[src/rtl/aud_pkg.sv]
// Shared audio-path definitions: sample/address widths and the ADC
// deserializer state encoding (also shown on the debug LEDs).
package aud_pkg;

    localparam int AUD_DATA_W  = 16;
    localparam int SRAM_ADDR_W = 20;

    typedef enum logic [1:0] {
        S_IDLE  = 2'd0,
        S_WAIT  = 2'd1,
        S_SHIFT = 2'd2,
        S_OUT   = 2'd3
    } aud_deser_state_t;

endpackage

[src/rtl/aud_adc_deser_if.sv]
// Sample hand-off bus from the ADC deserializer to the SRAM writer:
// one sample plus its target word address, valid/ready handshake.
interface aud_adc_deser_if
    import aud_pkg::*;
#(
    parameter int DATA_W = AUD_DATA_W,
    parameter int ADDR_W = SRAM_ADDR_W
);
    logic              valid;
    logic [DATA_W-1:0] data;
    logic [ADDR_W-1:0] addr;
    logic              ready;

    modport master (output valid, data, addr, input ready);
    modport slave  (input valid, data, addr, output ready);
endinterface

[src/rtl/aud_sync_edge.sv]
// Two-flop synchronizer for an asynchronous codec line, with a third flop
// to produce single-cycle rise/fall pulses on the synchronized level.
module aud_sync_edge (
    input  logic i_clk,
    input  logic i_rst,
    input  logic i_async,
    output logic o_sync,
    output logic o_rise,
    output logic o_fall
);
    logic [2:0] sh;

    // shift the async line through the synchronizer and edge-history flop
    always_ff @(posedge i_clk) begin
        if (i_rst) sh <= '0;
        else       sh <= {sh[1:0], i_async};
    end

    assign o_sync = sh[1];
    assign o_rise =  sh[1] & ~sh[2];
    assign o_fall = ~sh[1] &  sh[2];
endmodule

[src/rtl/aud_adc_deser.sv]
// I2S ADC deserializer: captures left-channel samples from the codec
// (codec is clock master) and hands each one with its SRAM word address
// to the SRAM writer. Tracks record length, full and overrun.
module aud_adc_deser
    import aud_pkg::*;
#(
    parameter int                DATA_W   = AUD_DATA_W,
    parameter int                ADDR_W   = SRAM_ADDR_W,
    parameter logic [ADDR_W-1:0] MAX_ADDR = 20'hFFFFF
) (
    input  logic              i_clk,
    input  logic              i_rst,
    input  logic              i_start,
    input  logic              i_pause,
    input  logic              i_stop,
    input  logic              i_aud_bclk,
    input  logic              i_aud_adclrck,
    input  logic              i_aud_adcdat,
    aud_adc_deser_if.master   sink,
    output logic [ADDR_W:0]   o_len,
    output logic              o_full,
    output logic              o_overrun,
    output logic [1:0]        o_state
);
    localparam int              CNT_W   = $clog2(DATA_W + 1);
    localparam logic [CNT_W-1:0] LAST   = CNT_W'(DATA_W - 1);
    localparam logic [ADDR_W:0] LEN_MAX = {1'b0, MAX_ADDR} + (ADDR_W + 1)'(1);

    aud_deser_state_t   state_q, state_d;
    logic [CNT_W-1:0]   cnt_q, cnt_d;
    logic               skip_q, skip_d;
    logic [DATA_W-1:0]  shreg_q, shreg_d;
    logic [DATA_W-1:0]  data_q, data_d;
    logic [ADDR_W-1:0]  addr_q, addr_d;
    logic [ADDR_W:0]    len_q, len_d;
    logic               full_q, full_d;
    logic               ovr_q, ovr_d;
    logic               xfer;

    logic bclk_s, bclk_rise, bclk_fall;
    logic lrck_s, lrck_rise, lrck_fall;
    logic [1:0] dat_sh;
    logic       dat_s;

    aud_sync_edge u_bclk (
        .i_clk  (i_clk),
        .i_rst  (i_rst),
        .i_async(i_aud_bclk),
        .o_sync (bclk_s),
        .o_rise (bclk_rise),
        .o_fall (bclk_fall)
    );

    aud_sync_edge u_lrck (
        .i_clk  (i_clk),
        .i_rst  (i_rst),
        .i_async(i_aud_adclrck),
        .o_sync (lrck_s),
        .o_rise (lrck_rise),
        .o_fall (lrck_fall)
    );

    // data line gets the same two-flop delay as bclk so a detected bclk
    // rise lines up with the bit the codec presented at that edge
    always_ff @(posedge i_clk) begin
        if (i_rst) dat_sh <= '0;
        else       dat_sh <= {dat_sh[0], i_aud_adcdat};
    end
    assign dat_s = dat_sh[1];

    // levels and the opposite edges are not needed by the capture logic
    logic unused_sync;
    assign unused_sync = &{1'b0, bclk_s, bclk_fall, lrck_s, lrck_rise};

    // state register
    always_ff @(posedge i_clk) begin
        if (i_rst) state_q <= S_IDLE;
        else       state_q <= state_d;
    end

    // next-state and datapath updates; stop overrides everything
    always_comb begin
        state_d = state_q;
        cnt_d   = cnt_q;
        skip_d  = skip_q;
        shreg_d = shreg_q;
        data_d  = data_q;
        addr_d  = addr_q;
        len_d   = len_q;
        full_d  = full_q;
        ovr_d   = ovr_q;
        xfer    = (state_q == S_OUT) && sink.ready;

        if (i_stop) begin
            state_d = S_IDLE;
        end else begin
            case (state_q)
                S_IDLE: begin
                    if (i_start) begin
                        addr_d  = '0;
                        len_d   = '0;
                        full_d  = 1'b0;
                        ovr_d   = 1'b0;
                        state_d = S_WAIT;
                    end
                end
                S_WAIT: begin
                    // LRCK low marks the left word; pause only gates frame start
                    if (lrck_fall && !i_pause) begin
                        skip_d  = 1'b1;
                        cnt_d   = '0;
                        state_d = S_SHIFT;
                    end
                end
                S_SHIFT: begin
                    if (bclk_rise) begin
                        // I2S puts the MSB one BCLK after the LRCK edge
                        if (skip_q) begin
                            skip_d = 1'b0;
                        end else begin
                            shreg_d = {shreg_q[DATA_W-2:0], dat_s};
                            cnt_d   = cnt_q + CNT_W'(1);
                            if (cnt_q == LAST) begin
                                data_d  = {shreg_q[DATA_W-2:0], dat_s};
                                state_d = S_OUT;
                            end
                        end
                    end
                end
                S_OUT: begin
                    if (xfer) begin
                        len_d = (len_q == LEN_MAX) ? len_q : len_q + (ADDR_W + 1)'(1);
                        if (addr_q == MAX_ADDR) begin
                            full_d  = 1'b1;
                            state_d = S_IDLE;
                        end else begin
                            addr_d  = addr_q + ADDR_W'(1);
                            state_d = S_WAIT;
                        end
                    end else if (lrck_fall) begin
                        // writer still busy when the next left word begins
                        ovr_d = 1'b1;
                    end
                end
                default: state_d = S_IDLE;
            endcase
        end
    end

    // datapath registers
    always_ff @(posedge i_clk) begin
        if (i_rst) begin
            cnt_q   <= '0;
            skip_q  <= 1'b0;
            shreg_q <= '0;
            data_q  <= '0;
            addr_q  <= '0;
            len_q   <= '0;
            full_q  <= 1'b0;
            ovr_q   <= 1'b0;
        end else begin
            cnt_q   <= cnt_d;
            skip_q  <= skip_d;
            shreg_q <= shreg_d;
            data_q  <= data_d;
            addr_q  <= addr_d;
            len_q   <= len_d;
            full_q  <= full_d;
            ovr_q   <= ovr_d;
        end
    end

    assign sink.valid = (state_q == S_OUT);
    assign sink.data  = data_q;
    assign sink.addr  = addr_q;
    assign o_len      = len_q;
    assign o_full     = full_q;
    assign o_overrun  = ovr_q;
    assign o_state    = state_q;
endmodule

[src/flat_wrapper.sv]
// flat-port wrapper written by rule: the top's interface ports become plain ports
module aud_adc_deser_flat import aud_pkg::*;
#(
    parameter int                DATA_W   = AUD_DATA_W,
    parameter int                ADDR_W   = SRAM_ADDR_W,
    parameter logic [ADDR_W-1:0] MAX_ADDR = 20'hFFFFF
)
  (i_clk, i_rst, i_start, i_pause, i_stop, i_aud_bclk, i_aud_adclrck, i_aud_adcdat, o_len, o_full, o_overrun, o_state, sink_valid, sink_data, sink_addr, sink_ready);
  aud_adc_deser_if #(.DATA_W(DATA_W), .ADDR_W(ADDR_W)) sink_i ();
  input  logic i_clk;
  input  logic i_rst;
  input  logic i_start;
  input  logic i_pause;
  input  logic i_stop;
  input  logic i_aud_bclk;
  input  logic i_aud_adclrck;
  input  logic i_aud_adcdat;
  output logic [ADDR_W:0] o_len;
  output logic o_full;
  output logic o_overrun;
  output logic [1:0] o_state;
  output wire logic [$bits(sink_i.valid)-1:0] sink_valid;
  output wire logic [$bits(sink_i.data)-1:0] sink_data;
  output wire logic [$bits(sink_i.addr)-1:0] sink_addr;
  input wire logic [$bits(sink_i.ready)-1:0] sink_ready;
  assign sink_valid = sink_i.valid;
  assign sink_data = sink_i.data;
  assign sink_addr = sink_i.addr;
  assign sink_i.ready = sink_ready;
  aud_adc_deser #(.DATA_W(DATA_W), .ADDR_W(ADDR_W), .MAX_ADDR(MAX_ADDR)) u_core (.i_clk(i_clk), .i_rst(i_rst), .i_start(i_start), .i_pause(i_pause), .i_stop(i_stop), .i_aud_bclk(i_aud_bclk), .i_aud_adclrck(i_aud_adclrck), .i_aud_adcdat(i_aud_adcdat), .sink(sink_i), .o_len(o_len), .o_full(o_full), .o_overrun(o_overrun), .o_state(o_state));
endmodule
[config.mk]
export PLATFORM = sky130hd
export DESIGN_NAME = aud_adc_deser_flat
export DESIGN_NICKNAME = d
export VERILOG_FILES = /design/src/rtl/aud_pkg.sv /design/src/rtl/aud_adc_deser_if.sv /design/src/rtl/aud_sync_edge.sv /design/src/rtl/aud_adc_deser.sv /design/src/flat_wrapper.sv
export SDC_FILE = /design/constraint.sdc
export NUM_CORES = 1
export LEC_CHECK = 0
export ABC_AREA = 1
export CORE_ASPECT_RATIO = 0.6
export CORE_UTILIZATION = 54
export DETAILED_ROUTE_END_ITERATION = 8
export GPL_ROUTABILITY_DRIVEN = 0
export PLACE_DENSITY = 0.78
export REMOVE_ABC_BUFFERS = 1
export SLEW_MARGIN = 20
export SYNTH_ARGS = -nofsm -noshare
export SYNTH_HDL_FRONTEND = slang
export SYNTH_SLANG_ARGS = --single-unit
export TNS_END_PERCENT = 50
[constraint.sdc]
create_clock -name i_clk -period 1.95 [get_ports i_clk]
set_input_delay 0.39 -clock i_clk [delete_from_list [all_inputs] [get_ports i_clk]]
set_output_delay 0.39 -clock i_clk [all_outputs]
set_load 0.1 [all_outputs]
Word level (Yosys, flattened, before mapping)
Cells that the tools add are included.

Bits in registers: 90. Input bits: 9. Output and inout port bits: 62. Word-level logic and storage cells: 84.

$add $sub $neg: 3. Equal/unequal tests: 17. Mux-type cells: 30. Bitwise gates (word level): 6. Reduce and logical (&&, ||, !) cells: 16.

Operators with widths (number): 2-to-1 mux 21 bit (3); 2-to-1 mux 20 bit (3); one-hot mux 21 bit (2 select lines) (1); one-hot mux 20 bit (2 select lines) (1); AND reduction 5 bit (6); adder 21 x 1 -> 21 bit, second input constant (1); == test 21 bit, second input constant (1); adder 20 x 1 -> 20 bit, second input constant (1); == test 20 bit, second input constant (1); 2-to-1 mux 5 bit (3); 2-to-1 mux 2 bit (6); != test 2 x 1 -> 1 bit, second input constant (6); != test 2 bit, second input constant (5); one-hot mux 5 bit (2 select lines) (1); 2-to-1 mux 1 bit (8); one-hot mux 2 bit (4 select lines) (1); AND reduction 4 bit (2); one-hot mux 1 bit (2 select lines) (3); AND reduction 6 bit (1); adder 5 x 1 -> 5 bit, second input constant (1); == test 5 x 4 -> 1 bit, second input constant (1); == test 2 bit, second input constant (2); inverter 1 bit (4); nonzero test 2 bit (2); 6 further kinds (8).

Logic depth before layout (Yosys ltp)
Gate-level depths: netlist (run 1).

Depth in word-level cells: 5. Gate-level depth with buffers: 13. Gate-level depth less buffers: 12.

Modules after synthesis
Synthesis (run 1) repeated with hierarchy kept, for this count alone.

Cells, all modules: 685. Area total of the unflattened synthesis: 4478.0 um^2.

Modules (own cells, without submodules): aud_adc_deser (times used 1, cells an instance 661, area an instance 4290.4 um^2); aud_sync_edge (times used 2, cells an instance 12, area an instance 93.8 um^2).

Least setup slack after synthesis (run 1)
Ideal clock, no wire load.

Kind: register -> register. Start: reg u_core.state_q[0], in the netlist u_core.o_state[0]. End: reg u_core.len_q[17], in the netlist u_core.o_len[17]. Arrival time: 3119 ps. Slack: -1284 ps. Cell stages (with the launch flop): 11. Path buffers: 2. Path through: dfxtp_1 -> ha_1 -> nor2_1 -> nor3_4 -> buf_6 -> nand2_4 -> buf_6 -> nor2_1 -> nand2_1 -> nand2_1 -> nor2_1.

Word-level cells in the longest chain between the ends: 4. Elaborated cells between the ends (all ways): 9. Classes of those cells: eq/ne: 4; mux: 1; reduce/logical: 4.

Ends and longest elaborated chain: start: declaration (RTL line aud_adc_deser.sv:29) `aud_deser_state_t state_q, state_d;`; start signal: assignment (RTL line aud_adc_deser.sv:78) `else state_q <= state_d;`; == test 2 bit *; named net sink_valid (RTL line flat_wrapper.sv:22) `output wire logic [$bits(sink_i.valid)-1:0] sink_valid;`; logical AND 1 bit (RTL line aud_adc_deser.sv:92) `xfer = (state_q == S_OUT) && sink.ready;`; != test 2 x 1 -> 1 bit (no source line); AND reduction 5 bit (no source line); end signal: assignment (RTL line aud_adc_deser.sv:167) `len_q <= len_d;`; end: declaration (RTL line aud_adc_deser.sv:35) `logic [ADDR_W:0] len_q, len_d;`.

Mark *: on every way through the listed nets, which the timed path passes. The rest lies on a longest branch. A chain may end at the register's enable or synchronous reset.

Final worst setup path (run 1)
Start: reg u_core.state_q[1], in the netlist u_core.o_state[1]. End: reg u_core.addr_q[1], in the netlist u_core.sink.addr[1].

Word-level cells in the longest chain between the ends: 4. Elaborated cells between the ends (all ways): 9. Classes of those cells: eq/ne: 4; mux: 1; reduce/logical: 4.

Ends and longest elaborated chain: == test 2 bit (RTL line aud_adc_deser.sv:92, aud_adc_deser.sv:97); logical AND 1 bit (RTL line aud_adc_deser.sv:92); != test 2 x 1 -> 1 bit (no source line); AND reduction 5 bit (no source line); end signal: assignment (RTL line aud_adc_deser.sv:166) `addr_q <= addr_d;`; end: declaration (RTL line aud_adc_deser.sv:34) `logic [ADDR_W-1:0] addr_q, addr_d;`.

Several ways; a longest one is shown, not always the timed one.

==> results of run 1 <==
==> metrics by stage <==
step,instances,TNS (ps),utilization
floorplan,660,-103340,-
global placement,876,-170,0.735
detailed placement,876,-1200,0.735
CTS,892,0,0.772
global route,892,-244,0.776
finish,892,0,0.776
==> how the worst min path moves through the flow <==
stage	from	to	depth (start not counted)
4_1_cts	u_core.dat_sh[0]	u_core.dat_sh[1]	2
6_report	u_core.dat_sh[0]	u_core.dat_sh[1]	2
5_1_grt	u_core.u_lrck.sh[0]	u_core.u_lrck.sh[1]	2
2_1_floorplan	u_core.dat_sh[0]	u_core.dat_sh[1]	2
3_5_place_dp	u_core.dat_sh[0]	u_core.dat_sh[1]	2
3_3_place_gp	u_core.dat_sh[0]	u_core.dat_sh[1]	2
==> sequential cells by signal (all words and copies together) (netlist names) <==
register          flops
u_core.o_state        2
u_core.sink.addr     20
u_core.o_full         1
u_core.shreg_q       15
u_core.dat_sh         2
u_core.o_len         21
u_core.sink.data     16
u_core.skip_q         1
u_core.u_bclk.sh      3
u_core.o_overrun      1
u_core.u_lrck.sh      3
u_core.cnt_q          5
==> critical path: cells and delay by family, from the launching register on <==
kind	cells	cell delay (ps)
and+or+nand+nor	6	750
DFF	1	360
buffers and inverters	3	370
AOI/OAI and AO/OA	1	100
adders and majority gates	1	210
==> cell type report <==
type / count / area (µm²)
Inverter: 88 / 332
Clock inverter: 6 / 66.3
Fill cell: 597 / 1800
Sequential cell: 90 / 1800
Clock buffer: 10 / 229
Timing Repair Buffer: 108 / 1320
Tap cell: 108 / 135
Multi-Input combinational cell: 482 / 2350
==> cell families after synthesis <==
family,Yosys count,share of synthesized area
DFF,90,0.394
xor gates and xnor gates,2,0.00383
AOI/OAI and AO/OA,92,0.109
adders and majority gates,10,0.0274
and+or+nand+nor,378,0.367
buffers and inverters,109,0.0985
==> where the power goes <==
part	internal [µW]	switching [µW]	total (µW)	leakage, µW
Sequential	1860	13.7	1870	0.000727
Combinational	167	315	482	0.00176
Clock	996	756	1750	0.000135
Total	3020	1080	4110	0.00263
==> cell usage in the layout (no fill, tap or decap), types with 2 or more instances in the layout <==
master           instances
nand2_1                168
nor2_1                 104
dfxtp_1                 88
inv_1                   85
buf_4                   60
nand3_1                 56
a21oi_1                 46
buf_12                  39
o21ai_0                 30
nand4_1                 12
ha_1                     9
clkbuf_16                9
clkdlybuf4s50_1          8
nor3_1                   7
o21bai_1                 7
a211oi_1                 5
nor2_2                   4
nor2_4                   4
nand3_2                  4
nand2_2                  4
nand2_4                  4
nand3b_1                 4
clkinvlp_4               3
nor3_4                   2
inv_2                    2
o21ai_1                  2
xor2_1                   2
nor3b_1                  2
clkinv_2                 2
dfxtp_2                  2
==> routing by layer <==
layer | track usage | wire [µm] | part of all wire
met2 | 0.481 | 5730 | 0.46
met3 | 0.0652 | 929 | 0.075
met4 | 0.0878 | 214 | 0.017
met1 | 0.385 | 5540 | 0.45
met5 | 0 | 0 | 0
==> cell usage after synthesis (all sizes together) <==
cell,count,area (µm²)
nand3,60,320
xor2,2,17.5
nor3,9,67.6
o21ai,32,160
nand2,177,709
clkinv,1,5.00
ha,10,125
a211oi,5,37.5
nand3b,4,30.0
nor2,112,450
buf,10,76.3
nand4,12,75.1
nor3b,2,15.0
dfxtp,90,1800
or2,2,12.5
o21bai,8,63.8
clkbuf,11,42.5
a21oi,46,230
o21a,1,7.51
inv,87,327
==> what timing repair did <==
item,4_1_cts,5_1_grt
resized for setup,0,9
hold buffers,0,0
setup endpoints to repair,0,20
==> flow_summary.ini, run 1 <==
[outcome]
status = completed

[critical_path]
reg2reg_slack_ps = 20
endpoint = u_core.sink.addr[1]
critPathMaxStageDelay_ps = 360
critPathCaptureType = flip-flop
cp-startpoint = u_core.o_state[1]
cp-start-kind = flip-flop
crit_arrival_ps = 2150
crit_top_cell = nand2_1
required_ps = 2170
worstPathMaxFanout = 8
r2r_cells = 11
critPathKind = flip-flop to flip-flop
r2r_end = u_core.sink.addr[1]
cp_slowest_cell = dfxtp_1
path_cells = inv_1, ha_2, nand2_1, nand2_2, nor3_4, buf_6, nand2_4, nand2_8, clkinv_2, nand2_1, o21ai_0
reg2reg_from = u_core.o_state[1]

[pwr]
power_uw = 4110
ir_worst_vdd_mv = 0.517
pwr_density_cell_nw_per_um2 = 659
p_leak_uw = 0.00263

[global_route]
antenna_found_initial = 0
grt_overflow = 0
grt_use_total = 0.292
grt_start_max_net_pins = 28
grt_pass1_wl_um = 20300
grt_pass1_vias = 4354

[timing]
timing.hold.ws_ps = 398
layout_min_cycle_time_ps = 1930
max_freq_ghz = 0.518
timing.final.crit_share = 0.990
tightestPinTransition_ps = 489
slew_viol_final = 0
finalSetupViolations = 0
skew_ps = 9.12
setup_slack_ps = 20.3
slew_headroom = 0.673
rsz0062_at_grt = yes
finalHoldViolCount = 0

[die]
die_height_um = 73.3
die_x_um = 121
coreArea_um2 = 8040
ioPinCount = 71
num_rows = 25
die_area_um2 = 8860
initial_core_util = 0.569

[detailed_routing]
drt_iter0_drc = 483
post_drt_wl_per_cell_um = 13.9
route.vias.total = 4832
first_pass_iters = 5
drc = 0
vias_per_cell = 5.42
ant_nets = 0
wirelength_um = 12400

[synthesis]
synth.distinct_cells = 33
syn_area_per_cell_um2 = 6.72
ys.warnings.count = 0
synth-seq-area-share = 0.394
synth-seq-cells = 90
syn_area_um2 = 4570
synth_cells = 681

[place]
place_ws_ps = -101
place_area_um2 = 5910
hpwl_um = 8830
portBuffers = 70

[cells_and_area]
final_net_count = 798
drive_above_1_share = 0.186
diodes = 0
syn_to_final_growth_pct = 36.3
stdcell_area_um2 = 6230

[cts]
path_clk_slew_ps = 70
insertion_delay_ps = 350
htree_levels = 3
numCtsBuffers = 9
post_cts_buffers = 0
clockBufferDepth = 2
ctsRootBufferMaster = clkbuf_16
numClockSinks = 90
cts_tree = done

[hold_path]
hold_class = flip-flop to flip-flop

[run]
drv_cap = 0
Note: power is estimated with default switching activity, not from simulation.
==> run 2, diff against run 1 <==
--- a/config.mk
+++ b/config.mk
@@ -9,7 +9,6 @@
 export CORE_ASPECT_RATIO = 0.6
 export CORE_UTILIZATION = 54
 export DETAILED_ROUTE_END_ITERATION = 8
-export GPL_ROUTABILITY_DRIVEN = 0
 export PLACE_DENSITY = 0.78
 export REMOVE_ABC_BUFFERS = 1
 export SLEW_MARGIN = 20
==> constraint.sdc (replaced) <==
create_clock -name i_clk -period 1.95 [get_ports i_clk]
set_input_delay 0.39 -clock i_clk [delete_from_list [all_inputs] [get_ports i_clk]]
set_output_delay 0.39 -clock i_clk [all_outputs]
set_load 0.05 [all_outputs]
==> flow_summary.ini, run 2 (synthesis results as in run 1) <==
[global_route]
use_met2 = 0.422
gr-usage-met1 = 0.388
grt_pass1_vias = 4188
grt_start_max_net_pins = 32
grt_overflow = 0
grt_pass1_wl_um = 19200
grt_use_total = 0.278
busiest_layer = met2
grt_use_met3 = 0.0652
antenna_found_initial = 0

[detailed_routing]
route.vias.total = 4761
drc = 0
post_drt_wl_per_cell_um = 13.3
vias_per_cell = 5.38
drt_iter0_drc = 387
wirelength_um = 11800
first_pass_iters = 5
ant_nets = 0

[pwr]
p_leak_uw = 0.00255
ir_worst_vdd_mv = 0.518
internal-power_uw = 3300
seqPwrFrac = 0.436
sw_frac_of_total = 0.233
p_comb_frac = 0.097
pwr_density_cell_nw_per_um2 = 737
p_sw_uw = 1000
p_clk_frac = 0.467

[cts]
holdBufCountCts = 0
htree_levels = 3
path_clk_slew_ps = 60
insertion_delay_ps = 340
ctsRootBufferMaster = clkbuf_16
post_cts_buffers = 0
numClockSinks = 90
clockBufferDepth = 2
cts_tree = done
numCtsBuffers = 9

[cells_and_area]
layout_common_cells = nand2_1, nor2_1, dfxtp_1, inv_1, buf_4
drive_above_1_share = 0.143
final_net_count = 791
final_common_cell = nand2_1
largest_register_ff_count = 21
syn_to_final_growth_pct = 27.6
stdcell_area_um2 = 5840
diodes = 0
num-fill-cells = 641
final_core_utilization = 0.726

[hold_path]
hold_class = flip-flop to flip-flop
hp-start = u_core.u_lrck.sh[0]
whs_path_depth = 2
whs_endpoint = u_core.u_lrck.sh[1]

[timing]
timing.hold.ws_ps = 413
max_freq_ghz = 0.519
finalSetupViolations = 0
slew_headroom = 0.643
slew_viol_final = 0
finalHoldViolCount = 0
skew_ps = 6.53
layout_min_cycle_time_ps = 1930
timing.final.crit_share = 0.987
tightestPinTransition_ps = 534

[critical_path]
required_ps = 1560
critPathKind = flip-flop to primary output
r2r_end = u_core.o_len[0]
r2r_cells = 9
reg2reg_slack_ps = 140
crit_arrival_ps = 1540
critPathMaxStageDelay_ps = 820
critPathBufInv = 1
worstPathMaxFanout = 3
path_delay_family = buffers and inverters
cp-start-kind = flip-flop
reg2reg_from = u_core.o_state[1]
cp_slowest_cell = clkdlybuf4s50_1
critPathCaptureType = primary output
path_cells = clkdlybuf4s50_1

[die]
die_x_um = 121
num_rows = 25
coreArea_um2 = 8040
initial_core_util = 0.569
die_height_um = 73.3
die_area_um2 = 8860
ioPinCount = 71

[outcome]
status = completed

[place]
place_area_um2 = 5460
portBuffers = 70
gp_congestion = 0.895
hpwl_um = 8340

[run]
drv_cap = 0
## run 2: metal layers
metal / share of wire / vias to the layer above
met5: 0 / -
met4: 0.013 / 0
met3: 0.073 / 24
met2: 0.44 / 195
met1: 0.48 / 2200
li1: - / 2342
## run 2: layout make-up
class                           instances  area [µm²]  area share
Clock inverter                          4        98.8      0.0169
Timing Repair Buffer                  101         873       0.150
Sequential cell                        90        1810       0.309
Multi-Input combinational cell        482        2340       0.402
Clock buffer                           12         246      0.0422
Inverter                               88         332      0.0568
Tap cell                              108         135      0.0232
## run 2: how the worst max path moves through the flow
stage | startpoint | endpoint | slack (ps) | cells past startpoint
2_1_floorplan | u_core.o_state[0] | u_core.o_len[18] | -1170 | 8
3_3_place_gp | i_start | u_core.sink.addr[1] | -60 | 11
3_5_place_dp | sink_ready | u_core.sink.addr[1] | -100 | 11
4_1_cts | u_core.sink.addr[16] | sink_addr[16] | 9 | 1
5_1_grt | u_core.sink.addr[1] | u_core.sink.addr[8] | -2 | 10
6_report | u_core.sink.addr[3] | sink_addr[3] | 20 | 1
## run 2: timing repair
item                                   in CTS  in global routing
setup endpoints to repair                   5                 28
endpoints found under the hold margin       0                  0
gates resized for setup                     5                 12
## run 2: power by group through the flow
stage / registers, µW / logic (µW) / clock network (µW)
after CTS: 1870 / 409 / 2030
after global placement: 1910 / 396 / 0
after global routing: 1880 / 457 / 2100
final: 1870 / 419 / 2010
after floorplan: 1930 / 213 / 0
after detailed placement: 1910 / 405 / 0
## run 2: through the flow
step	instances	setup slack (ps)	total power [µW]	TNS, ps
2_1_floorplan	660	-1170	2140	-56070
3_3_place_gp	869	-62.3	2310	-265
3_5_place_dp	869	-98.6	2320	-1100
4_1_cts	885	9.04	4310	0
5_1_grt	885	-1.79	4430	-1.79
6_report	885	24.9	4300	0
